$ cat src/rtl/uart_rx_pkg.sv
// Shared UART frame constants, receiver FSM state type and received-byte payload.
package uart_rx_pkg;

    localparam int unsigned DATA_BITS          = 8;
    localparam int unsigned BITC_W             = 4;
    localparam int unsigned BAUD_COUNT_DEFAULT = 104;

    typedef enum logic [2:0] {
        ST_IDLE    = 3'd0,
        ST_START   = 3'd1,
        ST_DATA    = 3'd2,
        ST_STOP    = 3'd3,
        ST_WAIT_HI = 3'd4
    } state_e;

    typedef struct packed {
        logic [DATA_BITS-1:0] data;
        logic                 frame_err;
    } rx_byte_t;

endpackage

$ cat src/rtl/uart_rx_sync_2ff.sv
// Two-flop synchroniser for an asynchronous single-bit input; reset value is a parameter.
module uart_rx_sync_2ff #(
    parameter logic RESET_VAL = 1'b1
) (
    input  logic clk,
    input  logic rst,
    input  logic d_i,
    output logic q_o
);

    logic [1:0] sync_q;

    always_ff @(posedge clk) begin
        if (rst) begin
            sync_q <= {2{RESET_VAL}};
        end else begin
            sync_q <= {sync_q[0], d_i};
        end
    end

    assign q_o = sync_q[1];

endmodule

$ cat src/rtl/uart_rx.sv
// UART 8N1 receiver: synchronises rx, validates the start bit at mid-bit,
// samples data LSB first at mid-bit and strobes each byte for one cycle.
module uart_rx
    import uart_rx_pkg::*;
#(
    parameter int unsigned BAUD_COUNT      = BAUD_COUNT_DEFAULT,
    parameter int unsigned BAUD_COUNT_SIZE = 7
) (
    input  logic                 clk,
    input  logic                 rst,
    input  logic                 rx,
    output logic [DATA_BITS-1:0] data,
    output logic                 stb,
    output logic                 frame_err,
    output logic                 busy
);

    localparam logic [BAUD_COUNT_SIZE-1:0] BAUD_FULL = BAUD_COUNT_SIZE'(BAUD_COUNT - 1);
    localparam logic [BAUD_COUNT_SIZE-1:0] BAUD_HALF = BAUD_COUNT_SIZE'(BAUD_COUNT / 2 - 1);

    state_e                     state_q, state_d;
    logic [BAUD_COUNT_SIZE-1:0] baudc_q, baudc_d;
    logic [BITC_W-1:0]          bitc_q, bitc_d;
    logic [DATA_BITS-1:0]       shift_q, shift_d;
    rx_byte_t                   out_q, out_d;
    logic                       stb_q, stb_d;
    logic                       busy_q, busy_d;
    logic                       rx_s;
    logic                       tick;

    uart_rx_sync_2ff #(
        .RESET_VAL(1'b1)
    ) u_sync (
        .clk(clk),
        .rst(rst),
        .d_i(rx),
        .q_o(rx_s)
    );

    assign tick = (baudc_q == '0);

    // State register
    always_ff @(posedge clk) begin
        if (rst) begin
            state_q <= ST_IDLE;
        end else begin
            state_q <= state_d;
        end
    end

    // Next-state logic; unreachable encodings fall back to IDLE
    always_comb begin
        state_d = state_q;
        case (state_q)
            ST_IDLE:    if (!rx_s) state_d = ST_START;
            ST_START:   if (tick) state_d = rx_s ? ST_IDLE : ST_DATA;
            ST_DATA:    if (tick && (bitc_q == BITC_W'(DATA_BITS - 1))) state_d = ST_STOP;
            ST_STOP:    if (tick) state_d = rx_s ? ST_IDLE : ST_WAIT_HI;
            ST_WAIT_HI: if (rx_s) state_d = ST_IDLE;
            default:    state_d = ST_IDLE;
        endcase
    end

    // Datapath and output next values
    always_comb begin
        baudc_d = tick ? BAUD_FULL : (baudc_q - BAUD_COUNT_SIZE'(1));
        bitc_d  = bitc_q;
        shift_d = shift_q;
        out_d   = out_q;
        stb_d   = 1'b0;
        busy_d  = (state_d != ST_IDLE);
        case (state_q)
            ST_IDLE: begin
                if (!rx_s) baudc_d = BAUD_HALF;
            end
            ST_START: begin
                if (tick && !rx_s) bitc_d = '0;
            end
            ST_DATA: begin
                if (tick) begin
                    shift_d = {rx_s, shift_q[DATA_BITS-1:1]};
                    bitc_d  = bitc_q + BITC_W'(1);
                end
            end
            ST_STOP: begin
                if (tick) begin
                    out_d.data      = shift_q;
                    out_d.frame_err = ~rx_s;
                    stb_d           = 1'b1;
                end
            end
            default: ;
        endcase
    end

    always_ff @(posedge clk) begin
        if (rst) begin
            baudc_q <= '0;
            bitc_q  <= '0;
            shift_q <= '0;
            out_q   <= '0;
            stb_q   <= 1'b0;
            busy_q  <= 1'b0;
        end else begin
            baudc_q <= baudc_d;
            bitc_q  <= bitc_d;
            shift_q <= shift_d;
            out_q   <= out_d;
            stb_q   <= stb_d;
            busy_q  <= busy_d;
        end
    end

    assign data      = out_q.data;
    assign frame_err = out_q.frame_err;
    assign stb       = stb_q;
    assign busy      = busy_q;

endmodule

$ cat config.mk
export PLATFORM = sky130hd
export DESIGN_NAME = uart_rx
export DESIGN_NICKNAME = d
export VERILOG_FILES = /design/src/rtl/uart_rx_pkg.sv /design/src/rtl/uart_rx_sync_2ff.sv /design/src/rtl/uart_rx.sv
export SDC_FILE = /design/constraint.sdc
export NUM_CORES = 1
export LEC_CHECK = 0
export BUFFER_PORTS_ARGS = -buffer_cell sky130_fd_sc_hd__buf_2
export CORE_UTILIZATION = 40
export CTS_CLUSTER_SIZE = 40
export DETAILED_ROUTE_END_ITERATION = 10
export PLACE_DENSITY_LB_ADDON = 0.05
export SKIP_LAST_GASP = 1
export SYNTH_ARGS = -nofsm -noshare
export SYNTH_HDL_FRONTEND = slang
export SYNTH_HIERARCHICAL = 1
export SYNTH_SLANG_ARGS = --single-unit
$ cat constraint.sdc
create_clock -name clk -period 2 [get_ports clk]
set_clock_uncertainty 0.2 [all_clocks]
set_input_delay 0.3 -clock clk [delete_from_list [all_inputs] [get_ports clk]]
set_output_delay 0.3 -clock clk [all_outputs]
set_load 0.02 [all_outputs]
==> reports/metrics.csv <==
metric,value,unit
yosysTopAreaCellShare,48.91,%
maxCapViolCount,0,
first_pass_iters,4,
required,2040,ps
fillers,338,
ant_nets,0,
dp_hpwl,1952,um
area_growth,20.96,%
hold_viol,0,
grt_max_degree,20,
min_path_type,in2reg,
drc_errors,0,
grt.overflow.total,0,
syn-instance-count,159,
cp_slowest_stage_delay,350,ps
antenna_found_initial,0,
ys_types,39,
start_util,42.27,%
die_w,61.85,um
clk_pin_slew_worst_paths,120,ps
cts_tree,done,
cpLargestDelayFamily,compound AO/OA/AOI/OAI gates,
ir_worst_vdd,0.4776,mV
synth_largest_area_cell,dfxtp_1,
grt_usage,16.42,%
ys.flop_type,dfxtp_1,
slew_violations,0,
synth-seq-cells,35,
fin_cells,232,
yosysMostFrequentCell,dfxtp_1,
diodes,0,
tightest_slew,422.6,ps
routabilityCongestion,0.7388,
avgViaCountPerCell,5.047,
crit_buf_inv,2,
layout.area.seq,703.2,um^2
final_layout_size_suffix_gt1_share,25.27,%
fmax,521.9,MHz
worstSetupEndpointType,flip-flop,
relSlewSlack,71.79,%
fin_tns_setup,0,ps
synthesis.nets,164,
fin_crit,1916,ps
path_class,reg2reg,
synth-edff-count,0,
power.density,985.2,mW/mm^2
die_y,61.85,um
synthTopCellsByCount,"dfxtp_1 (35), nand2_1 (29), a21oi_1 (19)",
vias,1171,
yosysSeqAreaShare,48.91,%
setup_viol,0,
cts-root-buf,clkbuf_4,
worst-r2r-setup-slack,80,ps
die-area,0.003825,mm^2
clk_latency,350,ps
wirelength,2787,um
htree_num_levels,2,
clockBufferDepth,2,
clock_sinks,35,
ys_top_cells_by_area,"dfxtp_1 (49%), nand2_1 (7.6%), a21oi_1 (6.6%)",
status,"finished, final reports clean",
wl_per_cell,12.01,um
dp_cells,218,
drt_iter0_drc,55,
numCtsBuffers,5,
ios,14,
crit_fanout,5,
grt_pass1_vias,950,
cp.arrival,1950,ps
path_cells,inv_1 > ha_2 > nor3b_4 > buf_4 > nand2_4 > o31a_1 > a211o_1,
cpMaxStageDelayCell,dfxtp_2,
async_flop_share,0,%
p_leak,0.7082,nW
fp-row-count,21,
syn_area_per_cell,9.010,um^2
core_area,0.003390,mm^2
multi_input_area,703.2,um^2
fin_crit_sh,95.80,%
nets,190,
yosys_warnings,6,
portBuffers,13,
critPathLaunchType,flip-flop,
grt_pass1_wl,4353,um
mappedNetlistArea,0.001433,mm^2
[metrics by stage]
stage               utilization (%)  hold WS, ps  setup WS, ps  total power [mW]  area (um^2)
floorplan                         -        183.2         73.43             1.051         1433
detailed placement            46.47        196.4         27.90             1.165         1575
global placement              46.47        185.1         74.18             1.165         1575
finish                        51.13        64.82         83.97             1.707         1733
CTS                           49.21        72.46         9.856             1.680         1668
global route                  51.13        77.48        -14.91             1.806         1733
[layout make-up]
cell class | count | share of cell area, %
clock inverter | 3 | 2.527
clock buffer | 5 | 2.166
timing repair buffer | 26 | 9.531
inverter | 6 | 1.300
sequential | 35 | 40.58
tap | 46 | 3.321
multi-input combinational | 111 | 40.58
[cells in the final DEF, fill, tap and decap left out, types with 2 or more instances in the layout]
| cell | Yosys | final |
|---|---|---|
| or2_1 | 2 | 2 |
| xnor2_1 | 3 | 3 |
| nor2_1 | 10 | 10 |
| a22o_1 | 2 | 2 |
| nor4b_2 | 0 | 2 |
| dfxtp_2 | 0 | 2 |
| a21oi_1 | 19 | 19 |
| clkbuf_4 | 0 | 5 |
| mux2i_1 | 3 | 3 |
| a211o_1 | 2 | 2 |
| a31oi_1 | 2 | 2 |
| a211oi_1 | 3 | 2 |
| nand2_1 | 29 | 29 |
| dfxtp_1 | 35 | 33 |
| nor3b_4 | 2 | 2 |
| nand4b_1 | 2 | 2 |
| buf_2 | 2 | 13 |
| nand3_1 | 9 | 8 |
| buf_4 | 1 | 12 |
| inv_1 | 6 | 6 |
| or4_1 | 2 | 2 |
[cell families (layout without fill, tap and decap cells)]
family | Yosys count | after routing | synth area share, %
flops | 35 | 35 | 48.91
compound gates | 32 | 32 | 13.54
fa+ha+maj | 2 | 2 | 1.746
buf+inv | 13 | 40 | 3.843
mux | 4 | 4 | 2.882
simple gates | 69 | 69 | 26.64
xor+xnor | 4 | 4 | 2.446
[layer usage]
metal,share of wire (%),routed length [um],global-route usage (%)
met2,47,1296,24.42
met3,3.7,102,3.727
met1,48,1341,21.42
met5,0,0,0
met4,1.7,47,10.48
[final timing paths]
path / start / endpoint / cells after the start
setup / recovery: baudc_q[0] / bitc_q[2] / 7
hold / removal: rst / baudc_q[0] / 2
setup reg to reg: baudc_q[0] / bitc_q[2] / 7
hold reg to reg: u_sync/sync_q[0] / u_sync/sync_q[1] / 1
[flip-flops by register name, summed over array words and instances (netlist names), 2 cells and up]
register       cells
baudc_q            7
bitc_q             4
data               8
shift_q            8
state_q            3
u_sync/sync_q      2
[repair_timing]
item                                    CTS  global route
buffers inserted                          0             5
gates resized for setup                   1             7
hold buffers                              1             0
endpoints found under the hold margin     1             0
pin swaps                                 0             3
gates cloned                              0             0
endpoints found under the setup margin    1             9
[power by group]
group | internal, mW | switching (mW) | total, mW
clock | 0.263 | 0.246 | 0.509
sequential | 0.749 | 0.0577 | 0.806
combinational | 0.194 | 0.198 | 0.392
total | 1.21 | 0.502 | 1.71
(Power assumes the default switching activity.)
